===== src/rtl/msk_and_hpc3_lanes.sv =====
// Multi-lane HPC3 masked AND with valid/ready on both sides and an operand-swap mode.
// Define MSK_AND_SKID_EN to add a one-entry skid register so in_ready ignores out_ready.
module msk_and_hpc3_lanes #(
    parameter int d = 2,
    parameter int W = 1,
    localparam int NP = d * (d - 1) / 2,
    localparam int RW = W * 2 * NP
) (
    input  logic            clk,
    input  logic            rst,
    input  logic            in_valid,
    output logic            in_ready,
    input  logic            in_swap,
    input  logic [W*d-1:0]  ina,
    input  logic [W*d-1:0]  inb,
    input  logic            rnd_valid,
    output logic            rnd_ready,
    input  logic [RW-1:0]   rnd,
    output logic            out_valid,
    input  logic            out_ready,
    output logic [W*d-1:0]  out,
    output logic            out_swap,
    output logic [15:0]     xfer_cnt
);

    typedef logic [W-1:0][d-1:0][d-1:0] term_t;

    // Diagonal of termU holds p_ii and diagonal of termV is zero, so every share
    // reduces to one uniform XOR across its row.
    term_t          termUCalc;
    term_t          termVCalc;
    term_t          termU_q;
    term_t          termV_q;
    logic           swap_q;
    logic           valid_q;
    logic           valid_d;
    logic [15:0]    cnt_q;
    logic [15:0]    cnt_d;
    logic [W*d-1:0] opX;
    logic [W*d-1:0] opY;
    logic [W*d-1:0] stageShares;
    logic           accept;
    logic           outFire;
    int             pairK;
    logic           rK;
    logic           rpK;

    assign accept    = in_valid & rnd_valid & in_ready;
    assign rnd_ready = accept;
    assign outFire   = out_valid & out_ready;
    assign opX       = in_swap ? inb : ina;
    assign opY       = in_swap ? ina : inb;

    always_comb begin
        termUCalc = '0;
        termVCalc = '0;
        pairK     = 0;
        rK        = 1'b0;
        rpK       = 1'b0;
        for (int l = 0; l < W; l++) begin
            for (int i = 0; i < d; i++) begin
                termUCalc[l][i][i] = opX[l*d+i] & opY[l*d+i];
            end
            pairK = 0;
            for (int i = 0; i < d; i++) begin
                for (int j = i + 1; j < d; j++) begin
                    rK  = rnd[l*2*NP + pairK];
                    rpK = rnd[l*2*NP + NP + pairK];
                    termUCalc[l][i][j] = opX[l*d+i] & (opY[l*d+j] ^ rK);
                    termVCalc[l][i][j] = (~opX[l*d+i] & rK) ^ rpK;
                    termUCalc[l][j][i] = opX[l*d+j] & (opY[l*d+i] ^ rK);
                    termVCalc[l][j][i] = (~opX[l*d+j] & rK) ^ rpK;
                    pairK = pairK + 1;
                end
            end
        end
    end

    // Share recombination happens only after the stage registers.
    always_comb begin
        stageShares = '0;
        for (int l = 0; l < W; l++) begin
            for (int i = 0; i < d; i++) begin
                stageShares[l*d+i] = ^(termU_q[l][i] ^ termV_q[l][i]);
            end
        end
    end

    assign cnt_d    = accept ? cnt_q + 16'd1 : cnt_q;
    assign xfer_cnt = cnt_q;

`ifdef MSK_AND_SKID_EN
    logic [W*d-1:0] skid_q;
    logic           skidSwap_q;
    logic           skidFull_q;
    logic           skidFull_d;
    logic           skidLoad;

    // A word arriving while the head is stalled pushes the older head into the skid,
    // so the skid (when full) is always the older entry and is presented first.
    always_comb begin
        skidLoad   = accept & valid_q & ~outFire;
        skidFull_d = skidFull_q ? ~outFire : skidLoad;
        valid_d    = accept | (valid_q & ~(outFire & ~skidFull_q));
    end

    assign in_ready  = ~rst & ~skidFull_q;
    assign out_valid = valid_q;
    assign out       = skidFull_q ? skid_q : stageShares;
    assign out_swap  = skidFull_q ? skidSwap_q : swap_q;

    always_ff @(posedge clk) begin
        if (rst) begin
            skid_q     <= '0;
            skidSwap_q <= 1'b0;
            skidFull_q <= 1'b0;
        end else begin
            if (skidLoad) begin
                skid_q     <= stageShares;
                skidSwap_q <= swap_q;
            end
            skidFull_q <= skidFull_d;
        end
    end
`else
    assign valid_d   = accept | (valid_q & ~out_ready);
    assign in_ready  = ~rst & (~valid_q | out_ready);
    assign out_valid = valid_q;
    assign out       = stageShares;
    assign out_swap  = swap_q;
`endif

    always_ff @(posedge clk) begin
        if (rst) begin
            termU_q <= '0;
            termV_q <= '0;
            swap_q  <= 1'b0;
            valid_q <= 1'b0;
            cnt_q   <= 16'd0;
        end else begin
            if (accept) begin
                termU_q <= termUCalc;
                termV_q <= termVCalc;
                swap_q  <= in_swap;
            end
            valid_q <= valid_d;
            cnt_q   <= cnt_d;
        end
    end

endmodule


===== config.mk =====
export PLATFORM = sky130hd
export DESIGN_NAME = msk_and_hpc3_lanes
export DESIGN_NICKNAME = d
export VERILOG_FILES = /design/src/rtl/msk_and_hpc3_lanes.sv
export SDC_FILE = /design/constraint.sdc
export NUM_CORES = 1
export LEC_CHECK = 0
export ABC_AREA = 1
export CORE_MARGIN = 2
export CORE_UTILIZATION = 40
export CTS_CLUSTER_SIZE = 28
export DETAILED_ROUTE_END_ITERATION = 8
export HOLD_SLACK_MARGIN = 0.08
export PLACE_DENSITY = 0.7
export SLEW_MARGIN = 30
export SYNTH_ARGS = -nofsm -noshare
export SYNTH_HDL_FRONTEND = slang
export SYNTH_SLANG_ARGS = --single-unit

===== constraint.sdc =====
create_clock -name clk -period 3.04 [get_ports clk]
set_input_delay 0.608 -clock clk [delete_from_list [all_inputs] [get_ports clk]]
set_output_delay 0.608 -clock clk [all_outputs]
set_load 0.1 [all_outputs]

# Word-level counts from Yosys, hierarchy flattened
# Cells that the tools add are included.
# Widths: inputs -> output; s select.
# op_classes
mux,2
n_addsub,1
n_bitwise,23
reduce_logical,2
# ops
operator,count
$add 16x1->16 const B,1
$and 1x1->1,10
$not 1->1,5
$mux 2,2
$reduce_xor 2->1,2
$xor 1x1->1,4
$or 1x1->1,2
$xor 2x1->2,1
$xor 2x2->2,1
# word_totals
output_inout_bits,22
regBits,24
elab_cells,35

# Logic depth before layout (Yosys ltp)
# logic_depth
word_depth,5
depth_mapped,9
depth_no_buf,9

# Worst setup path before layout
# OpenSTA, ideal clock, no wires.
# synth_timing
path_kind,flip-flop to output port
from,reg termV_q[2] (netlist name)
to,out out[1]
required_ns,2.432
setup_slack_ns,0.438
t_arrival_ns,1.994
path_stages_with_launch,3
cell_sequence,dfxtp_1 -> xnor2_1 -> xnor2_1
# synth_via
elab_chain_len,2
# synth_rtl
item,line_no,source
"start, declared",33,term_t termV_q;
"start signal, assigned",143,termV_q <= termVCalc;
$xor 2x1->2,84,stageShares[l*d+i] = ^(termU_q[l][i] ^ termV_q[l][i]);
$reduce_xor 2->1,84,
"end, declared",21,"output logic [W*d-1:0] out,"
# Every way passes these cells.

# Final worst setup path
# layout_timing
from,in rst
to,out rnd_ready
# layout_via
elab_chain_len,3
# layout_rtl
item,line_no,source
"start, declared",10,"input logic rst,"
$not 1->1,127,assign in_ready = ~rst & (~valid_q | out_ready);
$and 1x1->1,127,
$and 1x1->1,48,assign accept = in_valid & rnd_valid & in_ready;
"end, declared",17,"output logic rnd_ready,"
# Every way passes these cells.

==> impl_metrics.tcl <==
set metrics [dict create \
    route.detailed.drc 0 \
    hold_path_depth 2 \
    crit_chain "clkdlybuf4s50_1, inv_8, nand2_4, nor2_8, buf_12" \
    critPathRequiredTime_ns 2.43 \
    viasPerCell 4.565 \
    cp-start-kind "primary input" \
    postSynthCellCount 198 \
    drive_gt1_share_pct 16.81 \
    firstDrtPassIters 4 \
    ys.flop_type "dfxtp_1" \
    grt_max_degree 20 \
    antenna_cells 0 \
    dp_hpwl_mm 2.087 \
    max_freq_mhz 428.0 \
    cts_tree "done" \
    ys_types 26 \
    cts_inserted_buffers 3 \
    final-seq-area_sq_um 480.5 \
    ff2ff_path_depth 8 \
    postCtsHoldBufs 0 \
    overflow 0 \
    power_switching_uw 192.7 \
    status "finished clean" \
    skew_ns 0.003946 \
    cts_max_path_buffers 2 \
    drv_slew 0 \
    rows 21 \
    cts_root_buf "clkbuf_4" \
    area_delta_synth_final_pct 26.04 \
    post_cts.resized_instances 0 \
    synth_area_sq_um 1350 \
    cap_violations 0 \
    synth_warnings 0 \
    antenna_found_initial 0 \
    irDropWorstVdd_mv 0.1397 \
    p_sw_share_pct 31.98 \
    track_usage_pct 15.06 \
    clk_latency_ns 0.31 \
    slew_headroom_pct 81.57 \
    start_util_pct 41.10 \
    final_common_cell "nand2_1" \
    setup_viol 0 \
    worstMarginPinSlew_ns 0.2788 \
    grt_pass1_vias 1061 \
    synth_edf_count 0 \
    path_class "primary input to output port" \
    wire_per_inst_microns 9.662 \
    rsz0062_at_grt "false" \
    clkPwrFrac_pct 23.2 \
    arrival_ns 1.73 \
    setup_tns_ns 0 \
    layout_min_cycle_time_ns 2.337 \
    critPathCaptureType "output port" \
    port-buffer-count 33 \
    post-route-period-util_pct 76.86 \
    clock_sinks 24 \
    ioPinCount 34 \
    dieWidth_microns 62.10 \
    gp_congestion 0.8691 \
    core_sq_um 3284 \
    nFillCells 339 \
    path_clk_slew_ns 0.13 \
    cpPeakStageDelay_ns 0.51 \
    finalHoldViolCount 0 \
    die_area_sq_um 3856 \
    seqPwrFrac_pct 54.0 \
    yosys_register_bits 24 \
    p_leak_uw 0.0007360 \
    final_net_count 247 \
    syn_area_per_cell_sq_um 6.818 \
    p_comb_share_pct 22.8 \
    internal_power_uw 409.9 \
    ant_nets 0 \
    wl_mm 2.686 \
    hold_class "flip-flop to flip-flop" \
    cp_max_fo 18 \
    seq_area_frac_synth_pct 35.59 \
    dp_slack_ns 0.6872 \
    syn_nets 211 \
    htree_levels 1 \
    multi_input_area_sq_um 709.4 \
    final_cell_mix "nand2_1 (51), inv_1 (29), nor2_1 (27), dfxtp_1 (24), buf_4 (21)" \
    finalWorstSetupSlack_ns 0.7034 \
    die_h_microns 62.10 \
    slowest_stage "clkdlybuf4s50_1" \
    grt_pass1_wl_mm 4.388 \
    vias 1269 \
    powerDensity_nw_per_um2 354.1 \
    async_reset_ff_share_pct 0 \
    postCtsSetupBuffers 0 \
    drtIter0Drc 59 \
]
[sequential cells by signal (all words and copies together), names as in the netlist]
name and count:
xfer_cnt 16, termU_q 4, termV_q 2, out_swap 1, out_valid 1
[routing by layer]
| metal | vias up | wire length [microns] | GRT usage (%) |
|---|---|---|---|
| met2 | 40 | 1096 | 23.96 |
| met1 | 529 | 1358 | 20.35 |
| met5 | - | 0 | 0 |
| met3 | 7 | 182 | 2.692 |
| li1 | 693 | - | - |
| met4 | 0 | 48 | 5.471 |
[final cells by class]
class / instances / area share (%)
multi-input combinational: 140 / 41.69
tap: 46 / 3.382
sequential: 24 / 28.24
clock buffer: 3 / 1.324
timing repair buffer: 34 / 18.09
inverter: 31 / 7.279
[cells by family (layout without fill, tap and decap cells)]
| logic type | after synthesis | after routing | synth area share [%] |
|---|---|---|---|
| and+or+nand+nor | 110 | 110 | 38.56 |
| adders and majority gates | 1 | 1 | 0.9266 |
| DFF | 24 | 24 | 35.59 |
| AOI/OAI and AO/OA | 23 | 23 | 9.175 |
| buffers and inverters | 34 | 68 | 11.86 |
| xor gates and xnor gates | 6 | 6 | 3.892 |
[power by group through the flow]
stage	logic, uW	clock network [uW]	registers (uW)
6_report	138	140	325
3_3_place_gp	138	0	332
2_1_floorplan	82.9	0	350
3_5_place_dp	138	0	332
5_1_grt	147	153	326
4_1_cts	138	146	325
[per-stage QoR]
stage	cell area [sq um]	total power (uW)	cells	hold WS (ns)	utilization, %
after global routing	1702	626.4	278	0.4808	51.81
final	1702	602.6	278	0.4670	51.81
after global placement	1679	470.1	275	0.4511	51.12
after floorplan	1350	432.7	198	0.4560	-
after detailed placement	1679	470.5	275	0.4520	51.12
after CTS	1702	609.7	278	0.4723	51.81
[cells in the mapped netlist, types with 2 or more instances]
cell	count	area share, %
nand2_2	3	1.4
xor2_1	2	1.3
dfxtp_1	24	36
nor3_1	5	1.9
a21oi_1	10	3.7
nand3_1	10	3.7
o21ai_1	3	1.1
o21ai_0	8	3.0
nand4_1	6	2.8
buf_6	2	1.7
nand2_1	51	14
nand2_4	2	1.7
nor2_1	27	7.5
inv_1	29	8.1
nor2_4	2	1.7
xnor2_1	4	2.6
[worst max-delay path: cells and delay by family]
kind                   cells  cell delay [ns]
and+or+nand+nor            2             0.24
buffers and inverters      3             0.88
[path summary, 6_finish.rpt]
kind,slack [ns],from,endpoint
min,0.47,xfer_cnt[4],xfer_cnt[4]
max,0.70,rst,rnd_ready
max reg2reg,1.57,xfer_cnt[1],xfer_cnt[10]
min reg2reg,0.47,xfer_cnt[4],xfer_cnt[4]
No activity file was read; power rests on OpenSTA's default activity.
